--- src/rtl/icache_assoc_prefetch.sv ---
// Set-associative, read-only instruction cache with true-LRU replacement
// and an optional sequential next-line prefetch after each demand fill.
module icache_assoc_prefetch #(
    parameter int SET_W       = 2,
    parameter int WAYS        = 2,
    parameter int PREFETCH_EN = 1
) (
    input  logic         clk,
    input  logic         proc_reset,
    input  logic         proc_read,
    input  logic         proc_write,
    input  logic [29:0]  proc_addr,
    input  logic [31:0]  proc_wdata,
    output logic [31:0]  proc_rdata,
    output logic         proc_stall,
    output logic         mem_read,
    output logic         mem_write,
    output logic [27:0]  mem_addr,
    output logic [127:0] mem_wdata,
    input  logic [127:0] mem_rdata,
    input  logic         mem_ready
);
    localparam int SETS  = 1 << SET_W;
    localparam int TAG_W = 28 - SET_W;
    localparam int RW    = (WAYS > 1) ? $clog2(WAYS) : 1;

    // Rank 0 is MRU, rank WAYS-1 is LRU.
    typedef logic [WAYS-1:0][RW-1:0] rank_t;
    typedef enum logic [1:0] {S_IDLE, S_FILL, S_PREFETCH} state_t;

    state_t            r_state;
    state_t            w_state_next;
    logic [27:0]       r_pf_addr;
    logic [27:0]       w_pf_next;
    logic [WAYS-1:0]   r_valid [SETS];
    logic [TAG_W-1:0]  r_tag   [SETS][WAYS];
    logic [127:0]      r_data  [SETS][WAYS];
    rank_t             r_rank  [SETS];

    // Move way w to MRU; ways that were more recent than it age by one.
    function automatic rank_t promote(input rank_t r, input logic [RW-1:0] w);
        rank_t n;
        n = r;
        for (int j = 0; j < WAYS; j++) begin
            if (RW'(j) == w)
                n[j] = '0;
            else if (r[j] < r[w])
                n[j] = r[j] + 1'b1;
        end
        return n;
    endfunction

    function automatic logic [RW-1:0] lru_way(input rank_t r);
        logic [RW-1:0] v;
        v = '0;
        for (int j = 0; j < WAYS; j++)
            if (r[j] == RW'(WAYS - 1))
                v = RW'(j);
        return v;
    endfunction

    // CPU-side address decode.
    logic [27:0]      w_line;
    logic [SET_W-1:0] w_set;
    logic [TAG_W-1:0] w_tag;
    logic [1:0]       w_word;
    assign w_line = proc_addr[29:2];
    assign w_set  = proc_addr[SET_W+1:2];
    assign w_tag  = proc_addr[29:SET_W+2];
    assign w_word = proc_addr[1:0];

    // Second lookup port: next line while filling, pending prefetch line otherwise.
    logic [27:0]      w_probe_line;
    logic [SET_W-1:0] w_probe_set;
    logic [TAG_W-1:0] w_probe_tag;
    assign w_probe_line = (r_state == S_FILL) ? (w_line + 28'd1) : r_pf_addr;
    assign w_probe_set  = w_probe_line[SET_W-1:0];
    assign w_probe_tag  = w_probe_line[27:SET_W];

    logic [WAYS-1:0] w_hit_vec;
    logic [WAYS-1:0] w_probe_vec;
    genvar gi;
    generate
        for (gi = 0; gi < WAYS; gi++) begin : g_way
            assign w_hit_vec[gi]   = r_valid[w_set][gi] && (r_tag[w_set][gi] == w_tag);
            assign w_probe_vec[gi] = r_valid[w_probe_set][gi] && (r_tag[w_probe_set][gi] == w_probe_tag);
        end
    endgenerate

    logic          w_hit;
    logic          w_probe_hit;
    logic [RW-1:0] w_hit_way;
    logic [31:0]   w_hit_word;
    logic [31:0]   w_mem_word;
    assign w_hit       = |w_hit_vec;
    assign w_probe_hit = |w_probe_vec;
    assign w_hit_word  = r_data[w_set][w_hit_way][{w_word, 5'b0} +: 32];
    assign w_mem_word  = mem_rdata[{w_word, 5'b0} +: 32];

    // One-hot hit vector to way index (tags are unique within a set).
    always_comb begin
        w_hit_way = '0;
        for (int j = 0; j < WAYS; j++)
            if (w_hit_vec[j])
                w_hit_way = RW'(j);
    end

    logic             w_stall;
    logic [31:0]      w_rdata;
    logic             w_mem_read;
    logic [27:0]      w_mem_addr;
    logic             w_hit_upd;
    logic             w_inst_en;
    logic [SET_W-1:0] w_inst_set;
    logic [TAG_W-1:0] w_inst_tag;

    // Next-state, CPU/memory outputs and install/LRU update requests.
    always_comb begin
        w_state_next = r_state;
        w_pf_next    = r_pf_addr;
        w_stall      = 1'b0;
        w_rdata      = '0;
        w_mem_read   = 1'b0;
        w_mem_addr   = '0;
        w_hit_upd    = 1'b0;
        w_inst_en    = 1'b0;
        w_inst_set   = w_set;
        w_inst_tag   = w_tag;
        case (r_state)
            S_IDLE: begin
                if (proc_read) begin
                    if (w_hit) begin
                        w_rdata   = w_hit_word;
                        w_hit_upd = 1'b1;
                    end else begin
                        w_stall      = 1'b1;
                        w_mem_read   = 1'b1;
                        w_mem_addr   = w_line;
                        w_state_next = S_FILL;
                    end
                end
            end
            S_FILL: begin
                w_mem_read = 1'b1;
                w_mem_addr = w_line;
                w_stall    = 1'b1;
                if (mem_ready) begin
                    w_mem_read = 1'b0;
                    w_stall    = 1'b0;
                    w_rdata    = w_mem_word;
                    w_inst_en  = !w_hit;
                    if ((PREFETCH_EN != 0) && !w_probe_hit) begin
                        w_pf_next    = w_probe_line;
                        w_state_next = S_PREFETCH;
                    end else begin
                        w_state_next = S_IDLE;
                    end
                end
            end
            S_PREFETCH: begin
                w_mem_read = 1'b1;
                w_mem_addr = r_pf_addr;
                w_inst_set = w_probe_set;
                w_inst_tag = w_probe_tag;
                if (proc_read) begin
                    if (w_hit) begin
                        w_rdata   = w_hit_word;
                        w_hit_upd = 1'b1;
                    end else if (mem_ready && (w_line == r_pf_addr)) begin
                        w_rdata = w_mem_word;
                    end else begin
                        w_stall = 1'b1;
                    end
                end
                if (mem_ready) begin
                    w_inst_en = !w_probe_hit;
                    if (proc_read && !w_hit && (w_line != r_pf_addr))
                        w_state_next = S_FILL;
                    else
                        w_state_next = S_IDLE;
                end
            end
            default: w_state_next = S_IDLE;
        endcase
    end

    rank_t         w_hit_ranks;
    rank_t         w_base_ranks;
    rank_t         w_inst_ranks;
    logic [RW-1:0] w_victim;

    // A same-cycle hit to the install set is applied before picking the victim.
    always_comb begin
        w_hit_ranks  = promote(r_rank[w_set], w_hit_way);
        w_base_ranks = (w_hit_upd && (w_inst_set == w_set)) ? w_hit_ranks : r_rank[w_inst_set];
        w_victim     = lru_way(w_base_ranks);
        w_inst_ranks = promote(w_base_ranks, w_victim);
    end

    // Control state, valid bits and LRU ranks.
    always_ff @(posedge clk or posedge proc_reset) begin
        if (proc_reset) begin
            r_state   <= S_IDLE;
            r_pf_addr <= '0;
            for (int s = 0; s < SETS; s++) begin
                r_valid[s] <= '0;
                for (int w = 0; w < WAYS; w++)
                    r_rank[s][w] <= RW'(WAYS - 1 - w);
            end
        end else begin
            r_state   <= w_state_next;
            r_pf_addr <= w_pf_next;
            if (w_hit_upd)
                r_rank[w_set] <= w_hit_ranks;
            if (w_inst_en) begin
                r_valid[w_inst_set][w_victim] <= 1'b1;
                r_rank[w_inst_set]            <= w_inst_ranks;
            end
        end
    end

    // Tag and line storage; contents are meaningless until the valid bit is set.
    always_ff @(posedge clk) begin
        if (w_inst_en) begin
            r_tag[w_inst_set][w_victim]  <= w_inst_tag;
            r_data[w_inst_set][w_victim] <= mem_rdata;
        end
    end

    // Writes are not supported; the write-side inputs are deliberately dropped.
    logic w_unused;
    assign w_unused = ^{proc_write, proc_wdata};

    assign proc_rdata = proc_reset ? '0   : w_rdata;
    assign proc_stall = proc_reset ? 1'b0 : w_stall;
    assign mem_read   = proc_reset ? 1'b0 : w_mem_read;
    assign mem_addr   = proc_reset ? '0   : w_mem_addr;
    assign mem_write  = 1'b0;
    assign mem_wdata  = '0;
endmodule

--- config.mk ---
export PLATFORM = sky130hd
export DESIGN_NAME = icache_assoc_prefetch
export DESIGN_NICKNAME = d
export VERILOG_FILES = /design/src/rtl/icache_assoc_prefetch.sv
export SDC_FILE = /design/constraint.sdc
export NUM_CORES = 2
export LEC_CHECK = 0
export BUFFER_PORTS_ARGS = -buffer_cell sky130_fd_sc_hd__buf_2
export CAP_MARGIN = 10
export CORE_MARGIN = 1
export CORE_UTILIZATION = 42
export CTS_BUF_LIST = sky130_fd_sc_hd__clkbuf_16
export DETAILED_ROUTE_END_ITERATION = 10
export SYNTH_ARGS = -nofsm -noshare
export SYNTH_HDL_FRONTEND = slang
export SYNTH_SLANG_ARGS = --single-unit
--- constraint.sdc ---
create_clock -name clk -period 10.9 [get_ports clk]
set_input_delay 1.09 -clock clk [delete_from_list [all_inputs] [get_ports clk]]
set_output_delay 1.09 -clock clk [all_outputs]
set_load 0.01 [all_outputs]
==> results.py <==
metrics = {
    "final_layout": {
        "final_net_count": 3222,
        "fin_util_pct": 47.8,
        "layout-drive-gt1-share_pct": 30.8,
        "fill_cells": 10700,
        "final_cells": 4875,
        "area_delta_synth_final_pct": 12.4,
    },
    "die": {
        "dieArea_um2": 133000,
        "coreArea_um2": 130000,
        "io_pins": 386,
        "fp-row-count": 132,
        "initial_utilization_pct": 42.5,
        "dieWidth_um": 365,
        "dieHeight_um": 365,
    },
    "grt": {
        "met1_usage_pct": 28.9,
        "grt_util_met3_pct": 4.66,
        "grt_pass1_wl_um": 201000,
        "met2_usage_pct": 33.2,
        "grt_max_degree": 130,
        "first_global_vias": 29400,
        "grt.busiest_layer": "met2",
        "grt.total_usage_pct": 20.9,
        "grt_remaining_overflow": 0,
        "antenna_found_initial": 40,
    },
    "clocking": {
        "post-cts-setup-buffer-count": 0,
        "cts_sinks": 1278,
        "cts_tree": "yes",
        "post_cts_resized": 0,
        "cts-buffers-inserted": 134,
        "clkLatencyLatePin_ns": 0.77,
        "cts_buffer_depth": 3,
        "htreeDepth": 4,
        "cts_root_buf": "clkbuf_16",
        "holdBufCountCts": 0,
        "clk_pin_slew_worst_paths_ns": 0.06,
    },
    "routing": {
        "totalWireLength_um": 138000,
        "dr.pass1.iters": 5,
        "vias_per_cell": 5.80,
        "antenna_left": 0,
        "route.vias.total": 28300,
        "drt_iter0_drc": 2853,
        "wl_per_cell_um": 28.3,
        "drc": 0,
    },
    "outcome": {
        "status": "completed",
    },
    "sta": {
        "setup_viol": 0,
        "fin_tns_setup_ns": 0,
        "rsz0062_at_grt": "false",
        "hold_violations": 0,
        "slew_headroom_pct": 17.0,
        "holdWs_ns": 0.298,
        "fmax_ghz": 0.122,
        "min_period_ns": 8.22,
        "clock_skew_ns": 0.0462,
        "drv_slew": 0,
        "fin_crit_sh_pct": 75.4,
        "tightest_slew_ns": 1.24,
    },
    "worst_setup_path": {
        "crit_path_max_incr_delay_ns": 0.79,
        "rr_worst_depth": 16,
        "required_ns": 9.81,
        "end_kind": "primary output",
        "crit_slowest_cell": "buf_4",
        "cp-start-kind": "input port",
        "rrSetupSlack_ns": 3.66,
        "worstPathArrival_ns": 7.13,
        "cp_num_buf_inv": 5,
        "crit_chain": "buf_8 > buf_4 > buf_4 > mux4_2 > xnor2_1 > nand2_1 > nor4_1 > and4_4 > buf_4 > mux4_2 > a221o_1 > buf_2",
        "rr_endpoint": "r_data[2][68]",
        "cp_top_family": "buffers and inverters",
        "worstPathMaxFanout": 64,
        "timing_worst_setup_path_type": "in2out",
        "cpMostUsedCell": "buf_4",
        "startpoint": "proc_addr[2]",
        "crit-reg2reg-launch": "r_state[1]",
    },
    "synth": {
        "synth_common_cells": "edfxtp_1 (1232), mux4_2 (439), buf_4 (136), clkbuf_1 (106), xnor2_1 (88)",
        "synth_cells": 2782,
        "synth-seq-area-share_pct": 69.0,
        "synthFlopType": "edfxtp_1",
        "ys_types": 75,
        "yosys_warnings": 0,
        "synth.avg_cell_area_um2": 19.9,
        "synth_top_cells_by_area": "edfxtp_1 (67%), mux4_2 (18%), dfrtp_1 (1.9%), buf_4 (1.8%), xnor2_1 (1.4%)",
        "async_reset_ff_share_pct": 3.60,
        "ys_ff_latch": 1278,
        "synth_top_cell_by_area": "edfxtp_1",
        "synth_edf_count": 1232,
        "synth_top_cell_area_share_pct": 67.0,
        "yosysMostFrequentCell": "edfxtp_1",
        "netlist_area_um2": 55300,
    },
    "job": {
        "maxCapViolCount": 0,
    },
    "placement": {
        "io_buffers": 223,
        "hpwl_um": 78400,
        "gp_congestion": 0.884,
        "dp.cells": 4624,
    },
    "power": {
        "finalPower_uw": 13100,
        "p_per_area_nw_per_um2": 210,
        "ir_worst_vdd_mv": 0.163,
        "p_leak_uw": 0.0203,
    },
    "min_path": {
        "hold_path_class": "in2async",
    },
}
==> registers in the layout, summed over array words and instances (netlist names) <==
name	count
r_valid	8
r_pf_addr	28
r_rank	8
r_data	1024
r_state	2
r_tag	208
==> worst max path at each step <==
| stage | end | slack [ns] | depth (start not counted) |
|---|---|---|---|
| after floorplan | r_data[0][0] | -0.48 | 16 |
| after global placement | proc_rdata[30] | 2.40 | 12 |
| after detailed placement | proc_rdata[30] | 2.38 | 12 |
| after CTS | proc_rdata[30] | 2.39 | 12 |
| after global routing | proc_rdata[30] | 2.14 | 12 |
| final | proc_rdata[24] | 2.68 | 12 |
==> cells by family after synthesis <==
group	count (synthesis)	share of synthesized area (%)
other	1	0.00679
buffers and inverters	318	3.27
AND/OR/NAND/NOR	308	2.91
XOR/XNOR	144	2.28
adder cells (fa/ha/maj)	8	0.181
flip-flops	1278	69.0
multiplexers	527	19.6
AO/OA/AOI/OAI	198	2.69
==> cell type report <==
type	count	area, um^2	area share, %
Antenna cell	11	27.5	0.0443
Tap cell	1742	2180	3.51
Timing Repair Buffer	270	1560	2.51
Sequential cell	1278	38200	61.4
Inverter	21	78.8	0.127
Clock buffer	143	3580	5.76
Clock inverter	96	684	1.10
Multi-Input combinational cell	1314	15900	25.5
==> metal layers <==
| layer | part of all wire (%) | up-vias |
|---|---|---|
| li1 | - | 11800 |
| met2 | 48 | 1035 |
| met5 | 0.16 | - |
| met3 | 7.3 | 236 |
| met4 | 2.2 | 34 |
| met1 | 42 | 15200 |
==> layout by cell type (no fill, tap or decap), types with 10 or more instances in the layout <==
cell type	netlist	layout
o21ai_0	26	26
nor2_1	84	76
and3_1	12	12
inv_1	20	48
clkinv_2	0	19
buf_4	136	44
xnor2_1	88	88
edfxtp_1	1232	1232
a22oi_1	30	30
conb_1	1	129
a31oi_1	17	17
nand4_1	25	25
nor2b_1	32	32
nand3_1	17	16
dfrtp_1	42	42
mux2i_1	45	45
a221o_1	31	31
buf_2	37	219
nand2_1	61	61
nor3_1	18	18
a21oi_1	25	25
nor4_1	16	15
clkinv_1	1	28
or3_1	11	11
clkbuf_16	0	143
or4_1	11	11
diode_2	0	11
xor2_1	56	56
mux2_2	27	26
mux2_1	11	11
a211oi_1	10	10
mux4_2	439	439
==> worst reg2reg max path, delay by kind of cell (launching register included) <==
family / cells / cell delay, ns
adders and majority gates: 1 / 0.18
and+or+nand+nor: 5 / 1.85
buffers and inverters: 5 / 2.62
DFF: 1 / 0.39
xor gates and xnor gates: 1 / 0.29
AOI/OAI and AO/OA: 3 / 0.78
muxes: 1 / 0.67
==> through the flow <==
stage | setup slack, ns | area, um^2
finish | 2.68 | 62100
global route | 2.14 | 62100
CTS | 2.39 | 62100
detailed placement | 2.38 | 57800
global placement | 2.40 | 57800
floorplan | -0.479 | 55700
==> power breakdown <==
| part | total (uW) | internal [uW] | leakage [uW] | switching, uW |
|---|---|---|---|---|
| sequential | 6070 | 5900 | 0.0117 | 166 |
| clock | 4410 | 2550 | 0.00220 | 1860 |
| combinational | 2580 | 982 | 0.00639 | 1600 |
| total | 13100 | 9440 | 0.0203 | 3620 |
(Power assumes the default switching activity.)
